`config.mk`:
```
export PLATFORM = sky130hd
export DESIGN_NAME = spi_tx_scheduler
export DESIGN_NICKNAME = d
export VERILOG_FILES = /design/src/rtl/spi_pkg.sv /design/src/rtl/spi_sync_fifo.sv /design/src/rtl/spi_tx_scheduler.sv
export SDC_FILE = /design/constraint.sdc
export NUM_CORES = 1
export LEC_CHECK = 0
export BUFFER_PORTS_ARGS = -buffer_cell sky130_fd_sc_hd__buf_2
export CAP_MARGIN = 20
export CORE_MARGIN = 5
export CORE_UTILIZATION = 40
export CTS_CLUSTER_DIAMETER = 80
export DETAILED_ROUTE_END_ITERATION = 6
export GPL_TIMING_DRIVEN = 1
export SLEW_MARGIN = 40
export SYNTH_ARGS = -nofsm -noshare
export SYNTH_HDL_FRONTEND = slang
export SYNTH_SLANG_ARGS = --single-unit
```
`constraint.sdc`:
```
create_clock -name clk -period 5.45 [get_ports clk]
set_input_delay 0.545 -clock clk [delete_from_list [all_inputs] [get_ports clk]]
set_output_delay 0.545 -clock clk [all_outputs]
set_load 0.05 [all_outputs]
```
`src/rtl/spi_pkg.sv`:
```
// Shared types and defaults for the SPI transmit path.
package spi_pkg;
  localparam int SPI_DATA_LENGTH = 8;
  localparam int SPI_FIFO_DEPTH  = 16;

  typedef enum logic [1:0] {
    IDLE = 2'd0,
    XFER = 2'd1,
    GAP  = 2'd2
  } spi_state_t;
endpackage

```
`src/rtl/spi_sync_fifo.sv`:
```
// Synchronous first-word fall-through FIFO with registered count and flush.
module spi_sync_fifo
  import spi_pkg::*;
#(
  parameter int DATA_LENGTH = SPI_DATA_LENGTH,
  parameter int FIFO_DEPTH  = SPI_FIFO_DEPTH
) (
  input  logic                        clk,
  input  logic                        rst,
  input  logic                        flush,
  input  logic                        push,
  input  logic                        pop,
  input  logic [DATA_LENGTH-1:0]      din,
  output logic [DATA_LENGTH-1:0]      dout,
  output logic                        full,
  output logic                        empty,
  output logic [$clog2(FIFO_DEPTH):0] count
);
  localparam int AW = $clog2(FIFO_DEPTH);

  logic [DATA_LENGTH-1:0] mem [FIFO_DEPTH];
  logic [AW-1:0]          wr_ptr, rd_ptr;
  logic                   do_push, do_pop;

  assign full    = (count == (AW+1)'(FIFO_DEPTH));
  assign empty   = (count == '0);
  // flush wins over both sides so a flushed queue cannot be refilled in the same edge
  assign do_push = push & ~full  & ~flush;
  assign do_pop  = pop  & ~empty & ~flush;
  assign dout    = mem[rd_ptr];

  always_ff @(posedge clk) begin
    if (do_push) mem[wr_ptr] <= din;
  end

  always_ff @(posedge clk) begin
    if (rst || flush) begin
      wr_ptr <= '0;
      rd_ptr <= '0;
      count  <= '0;
    end else begin
      if (do_push) wr_ptr <= wr_ptr + AW'(1);
      if (do_pop)  rd_ptr <= rd_ptr + AW'(1);
      case ({do_push, do_pop})
        2'b10:   count <= count + (AW+1)'(1);
        2'b01:   count <= count - (AW+1)'(1);
        default: count <= count;
      endcase
    end
  end
endmodule

```
`src/rtl/spi_tx_scheduler.sv`:
```
// Feeds queued bytes to the SPI master as fixed-length tx_en frames with a
// guaranteed low gap between frames so slave-select deasserts.
module spi_tx_scheduler
  import spi_pkg::*;
#(
  parameter int DATA_LENGTH = SPI_DATA_LENGTH,
  parameter int FIFO_DEPTH  = SPI_FIFO_DEPTH,
  parameter int XFER_CYCLES = 20,
  parameter int GAP_CYCLES  = 4
) (
  input  logic                        clk,
  input  logic                        rst,
  input  logic [DATA_LENGTH-1:0]      wr_data,
  input  logic                        wr_valid,
  output logic                        wr_ready,
  input  logic                        flush,
  output logic                        tx_en,
  output logic [DATA_LENGTH-1:0]      tx_data,
  output logic                        busy,
  output logic                        xfer_done,
  output logic [$clog2(FIFO_DEPTH):0] fifo_count
);
  localparam int MAXC = (XFER_CYCLES > GAP_CYCLES) ? XFER_CYCLES : GAP_CYCLES;
  localparam int CW   = $clog2(MAXC) + 1;

  spi_state_t             state, state_n;
  logic [CW-1:0]          cnt, cnt_n;
  logic                   tx_en_n, done_n;
  logic [DATA_LENGTH-1:0] tx_data_n;
  logic                   fifo_full, fifo_empty, pop, start;
  logic [DATA_LENGTH-1:0] fifo_dout;

  spi_sync_fifo #(.DATA_LENGTH(DATA_LENGTH), .FIFO_DEPTH(FIFO_DEPTH)) u_fifo (
    .clk   (clk),
    .rst   (rst),
    .flush (flush),
    .push  (wr_valid),
    .pop   (pop),
    .din   (wr_data),
    .dout  (fifo_dout),
    .full  (fifo_full),
    .empty (fifo_empty),
    .count (fifo_count)
  );

  assign wr_ready = ~fifo_full;
  assign busy     = (state != IDLE) | ~fifo_empty;
  // The last gap cycle may launch directly, giving exactly GAP_CYCLES low cycles.
  assign start    = ~fifo_empty & ~flush &
                    ((state == IDLE) || (state == GAP && cnt == '0));

  always_comb begin
    state_n   = state;
    cnt_n     = cnt;
    tx_en_n   = tx_en;
    tx_data_n = tx_data;
    done_n    = 1'b0;
    pop       = 1'b0;
    case (state)
      XFER: begin
        if (cnt == '0) begin
          tx_en_n = 1'b0;
          done_n  = 1'b1;
          cnt_n   = CW'(GAP_CYCLES - 1);
          state_n = GAP;
        end else begin
          cnt_n = cnt - CW'(1);
        end
      end
      GAP: begin
        if (cnt == '0) state_n = IDLE;
        else           cnt_n   = cnt - CW'(1);
      end
      default: state_n = IDLE;
    endcase
    if (start) begin
      pop       = 1'b1;
      tx_data_n = fifo_dout;
      tx_en_n   = 1'b1;
      cnt_n     = CW'(XFER_CYCLES - 1);
      state_n   = XFER;
    end
  end

  always_ff @(posedge clk) begin
    if (rst) begin
      state     <= IDLE;
      cnt       <= '0;
      tx_en     <= 1'b0;
      tx_data   <= '0;
      xfer_done <= 1'b0;
    end else begin
      state     <= state_n;
      cnt       <= cnt_n;
      tx_en     <= tx_en_n;
      tx_data   <= tx_data_n;
      xfer_done <= done_n;
    end
  end
endmodule

```
==> out/qor.yml, run 1 <==
drtAntennaViolNets: 0
endpoint_kind: "flop"
maxSlewViolCount: 0
grt_usage_pct: 13.53
tns_ns: 0
drt-vias-per-instance: 5.064
synth_nets: 433
drt-wirelength-per-cell_um: 17.55
final_cell_mix: "edfxtp_1 (128), nand2_1 (41), nor2_1 (35)"
min_from: "tx_data[1]$_SDFFE_PP0P_"
gp_congestion: 0.7672
drive_gt1_share_pct: 24.45
worst_setup_path_start_kind: "flop"
slowest_delay_ns: 0.43
antenna_cells: 0
clock_sinks: 159
crit_slowest_cell: "fa_1"
mostFrequentLayoutCell: "edfxtp_1"
yosysUniqueCellTypes: 44
cts_resized: 0
outcome: "completed"
p_leak_uw: 0.002449
startpoint: "cnt[0]$_SDFFE_PP0P_"
grt_pass1_wl_um: 19040
async_reset_ff_share_pct: 0
setup_violations: 0
path_cells: "inv_1 > ha_1 > and2b_1 > a21oi_2 > or3_4 > inv_4 > ha_1 > fa_1 > a21o_1 > a21oi_1 > xor2_1 > or3_1 > a21oi_1"
synth-edff-count: 128
grt_max_degree: 36
worstPathArrival_ns: 3.67
htreeDepth: 4
fin_nets: 465
ir_worst_vdd_v: 0.0002970
max-slew-margin-rel_pct: 45.32
clock_latency_ns: 0.42
tightestPinTransition_ns: 0.8172
cp_max_fo: 13
cts_tree: "built"
post_dp_cell_area_um2: 6837
hold_violations: 0
die_area_um2: 18920
power_density_nw_per_um2: 358.8
ys_seq_area_share_pct: 68.62
fin_crit_sh_pct: 61.03
route.detailed.drc: 0
grt_pass1_vias: 3532
fin_area_um2: 7448
dieWidth_um: 137.5
clock_skew_ns: 0.008918
die_h_um: 137.5
grt_overflow_total: 0
cts_hold_buf: 0
areaGrowthSynthToFinish_pct: 14.48
place.detailed.hpwl_um: 8094
postSynthAreaPerCell_um2: 15.91
n_fill_cell: 1365
clk_pin_slew_ns: 0.06
core_area_um2: 15940
worstPathRequired_ns: 5.80
timing.rr.start: "cnt[0]$_SDFFE_PP0P_"
cts_root_buf: "clkbuf_16"
port_buffers: 28
ys_seq_elements: 159
post_cts_buffers: 0
synth_cells: 409
synthesis.area_um2: 6506
cts_buffers: 17
holdCritPathClass: "flop to flop"
period_minus_slack_ns: 3.326
rsz0062_at_grt: "false"
drv_cap: 0
row_count: 46
critPathKind: "flop to flop"
routed_wl_um: 11760
fmax_mhz: 300.6
vias: 3393
clk_path_buf_depth: 2
dr.pass1.iters: 4
ys.flop_type: "edfxtp_1"
start_util_pct: 40.81
antenna_found_initial: 0
ios: 29
ys.warnings.count: 0
drt_iter0_markers: 160
-- power breakdown --
part	switching, µW	total [µW]	leakage [µW]	internal (µW)
clock	479	1210	0.000298	729
combinational	85.3	130	0.000747	44.3
sequential	11.5	1330	0.00140	1320
-- final timing paths --
kind / slack (ns) / endpoint / cells after the start
max: 2.12 / u_fifo.count[4]$_SDFFE_PP0P_ / 13
min: 0.47 / tx_data[1]$_SDFFE_PP0P_ / 2
max reg2reg: 2.12 / u_fifo.count[4]$_SDFFE_PP0P_ / 13
min reg2reg: 0.47 / tx_data[1]$_SDFFE_PP0P_ / 2
-- layer usage --
layer	part of all wire, %	GRT usage, %	wire length, µm
met2	49	21.99	5765
met5	0	0	0
met4	1.2	4.823	138
met3	3.9	3.324	456
met1	46	17.74	5400
-- stage by stage --
stage	util [%]	cells	hold WS (ns)	power (µW)	setup slack [ns]
global placement	42.88	638	0.4642	1485	2.304
global route	46.72	670	0.4980	2762	1.925
detailed placement	42.88	638	0.4736	1491	2.155
CTS	46.70	670	0.4741	2704	2.145
finish	46.72	670	0.4727	2673	2.124
floorplan	-	409	0.4722	1451	2.337
-- critical path, delay by kind of cell, from the launching register on --
family	cells	cell delay, ns
xor+xnor	1	0.09
fa+ha+maj	3	0.94
simple gates	3	0.79
buf+inv	2	0.21
flops	1	0.40
compound gates	4	0.82
-- layout make-up --
class	count	area [µm²]	area share [%]
multi-input cells	217	1871	25.11
flip-flops and latches	159	4466	59.95
well taps	216	270.3	3.628
repair buffers	34	185.2	2.486
clock buffers	18	429.2	5.762
inverters	12	47.55	0.6383
clock inverters	14	180.2	2.419
-- synthesized netlist by cell type, types with 2 or more instances --
master | instances | share of area (%)
a211oi_2 | 2 | 0.38
nor2b_1 | 3 | 0.29
xor2_1 | 6 | 0.81
edfxtp_1 | 128 | 59
xnor2_1 | 6 | 0.81
buf_2 | 4 | 0.31
inv_1 | 11 | 0.63
o211ai_1 | 4 | 0.46
buf_4 | 3 | 0.35
a21o_1 | 3 | 0.35
ha_1 | 11 | 2.1
buf_6 | 2 | 0.35
nand2b_1 | 2 | 0.19
dfxtp_1 | 31 | 9.5
a22oi_1 | 16 | 1.8
a21oi_1 | 16 | 1.2
a21oi_2 | 6 | 0.81
o21ai_0 | 5 | 0.38
mux2i_1 | 2 | 0.31
clkbuf_1 | 9 | 0.52
mux4_2 | 32 | 11
buf_1 | 2 | 0.12
and2_1 | 2 | 0.19
nand2_1 | 41 | 2.4
nor3_1 | 7 | 0.54
a211oi_1 | 2 | 0.23
nor2_1 | 36 | 2.1
-- kinds of logic (layout without fill, tap and decap cells) --
group           Yosys count  in the layout  share of synthesized area, %
flops                   159            159                         68.62
xor+xnor                 12             12                         1.615
fa+ha+maj                12             12                         2.423
buf+inv                  33             78                         2.673
simple gates            100            100                         6.981
compound gates           59             59                         6.308
mux                      34             34                         11.38
-- flip-flops by register name, indices dropped and copies added (netlist names) --
signal and flops:
tx_en 1, tx_data 8, u_fifo.wr_ptr 4, u_fifo.rd_ptr 4, u_fifo.mem 128, state 2
xfer_done 1, u_fifo.count 5, cnt 6
Power figures use the tool's default switching activity.
==> run 2: changes to the inputs <==
Clock period 5.45 ns to 3.23 ns, I/O delays scaled along.
==> out/qor.yml, run 2 (same netlist as run 1, synthesis figures left out) <==
fin_area_um2: 7478  # +0.40%
antenna_found_initial: 0  # unchanged
grt_overflow_total: 0  # unchanged
clock_sinks: 159  # unchanged
worstPathRequired_ns: 3.57  # -2.23 ns
die_h_um: 137.5  # unchanged
worst_setup_path_start_kind: "flop"
holdCritPathClass: "input pin to flop"
r2r_setup_slack_ns: 0.24  # -1.88 ns
post_dp_cell_area_um2: 6912  # +1.1%
clk_pin_slew_ns: 0.06  # about the same
drive_gt1_share_pct: 26.51  # +2.1 points
endpoint_kind: "flop"
cts_buffers: 17  # unchanged
tightestPinTransition_ns: 0.7252  # -0.09205 ns
cp_top_family: "adder cells"
post_cts_buffers: 0  # unchanged
dr.pass1.iters: 5  # +1
clock_latency_ns: 0.41  # about the same
maxSlewViolCount: 0  # unchanged
fin_crit_sh_pct: 92.52  # +31 points
dieWidth_um: 137.5  # unchanged
largest_reg_flops: 128  # unchanged
mostFrequentLayoutCell: "edfxtp_1"
route.detailed.drc: 0  # unchanged
crit_top_cell: "a21oi_1"
top_register: "u_fifo.mem"
clk_path_buf_depth: 2  # unchanged
ir_worst_vdd_v: 0.0003922  # +32%
gp_congestion: 0.7338  # -4.4%
cts_hold_buf: 0  # unchanged
tns_ns: 0  # unchanged
finalPower_uw: 4357  # +63%
period_minus_slack_ns: 2.988  # -0.3381 ns
drt_iter0_markers: 183  # +14%
fin_nets: 475  # +2.2%
grt_pass1_vias: 3478  # -1.5%
fmax_mhz: 334.6  # +11%
antenna_cells: 0  # unchanged
slowest_delay_ns: 0.40  # -0.03 ns
final_cell_mix: "edfxtp_1 (128), nand2_1 (41), nor2_1 (35)"
ios: 29  # unchanged
port_buffers: 28  # unchanged
drv_cap: 0  # unchanged
outcome: "completed"
p_leak_uw: 0.002479  # +1.3%
power_density_nw_per_um2: 582.7  # +62%
cp_max_fo: 13  # unchanged
htreeDepth: 4  # unchanged
setup_violations: 0  # unchanged
routed_wl_um: 11780  # +0.14%
row_count: 46  # unchanged
core_area_um2: 15940  # unchanged
hold_violations: 0  # unchanged
clock_skew_ns: 0.006779  # -0.002139 ns
top_regs: "u_fifo.mem: 128 flops, tx_data: 8 flops, cnt: 6 flops"
critPathKind: "flop to flop"
rsz0062_at_grt: "false"
areaGrowthSynthToFinish_pct: 14.94
path_cells: "inv_1 > ha_1 > and2b_1 > a21oi_2 > or3_4 > inv_4 > ha_2 > fa_1 > a21o_1 > a21oi_1 > xor2_1 > or3_1 > a21oi_1"
start_util_pct: 40.81  # unchanged
place.detailed.hpwl_um: 8282  # +2.3%
drtAntennaViolNets: 0  # unchanged
vias: 3408  # +0.44%
cts_root_buf: "clkbuf_16"
die_area_um2: 18920  # unchanged
drt-vias-per-instance: 5.012  # -1.0%
cts_tree: "built"
grt_max_degree: 36  # unchanged
grt_usage_pct: 13.47  # -0.064 points
worstPathArrival_ns: 3.33  # -0.34 ns
cts_resized: 0  # unchanged
crit_buf_inv: 2  # unchanged
crit_slowest_cell: "fa_1"
max-slew-margin-rel_pct: 51.48  # +6.2 points
grt_pass1_wl_um: 19010  # -0.15%
drt-wirelength-per-cell_um: 17.32  # -1.3%
[run 2: cell type report]
cell class	count	area, µm²
fillers	1397	8464
repair buffers	44	260.3
well taps	216	270.3
flip-flops and latches	159	4467
multi-input cells	217	1873
inverters	12	47.55
clock inverters	15	135.1
clock buffers	17	425.4
[run 2: per-layer routing]
metal | global-route usage (%) | part of all wire [%]
met5 | 0 | 0
met3 | 3.214 | 4.2
met1 | 17.97 | 45
met2 | 21.56 | 50
met4 | 4.878 | 0.46
[run 2: power breakdown]
| part | internal [µW] | switching (µW) | leakage [µW] |
|---|---|---|---|
| Clock | 1070 | 812 | 0.000276 |
| Sequential | 2230 | 19.2 | 0.00140 |
| Combinational | 78.2 | 147 | 0.000798 |
| Total | 3380 | 978 | 0.00248 |
[run 2: final timing paths]
| check | from | to | cells after the start |
|---|---|---|---|
| worst min-delay path | rst | tx_data[4]$_SDFFE_PP0P_ | 2 |
| worst min register to register | tx_data[3]$_SDFFE_PP0P_ | tx_data[3]$_SDFFE_PP0P_ | 2 |
| worst max-delay path | cnt[1]$_SDFFE_PP0P_ | u_fifo.count[4]$_SDFFE_PP0P_ | 13 |
| worst max register to register | cnt[1]$_SDFFE_PP0P_ | u_fifo.count[4]$_SDFFE_PP0P_ | 13 |
[run 2: worst register-to-register path, stage by stage, from the launching register on]
cell,delay [ns]
dfxtp_1,0.37
inv_1,0.09
ha_1,0.17
and2b_1,0.20
a21oi_2,0.16
or3_4,0.23
inv_4,0.10
ha_2,0.24
fa_1,0.40
a21o_1,0.19
a21oi_1,0.20
xor2_1,0.11
or3_1,0.32
a21oi_1,0.14
[run 2: stage by stage]
stage | cells | setup WS [ns] | hold WS [ns] | util, %
global placement | 648 | 0.2471 | 0.4634 | 43.35
CTS | 680 | 0.1238 | 0.2648 | 46.87
finish | 680 | 0.2418 | 0.2885 | 46.91
detailed placement | 648 | 0.1882 | 0.4669 | 43.35
global route | 680 | 0.03002 | 0.2695 | 46.91
floorplan | 409 | 0.1168 | 0.3921 | -
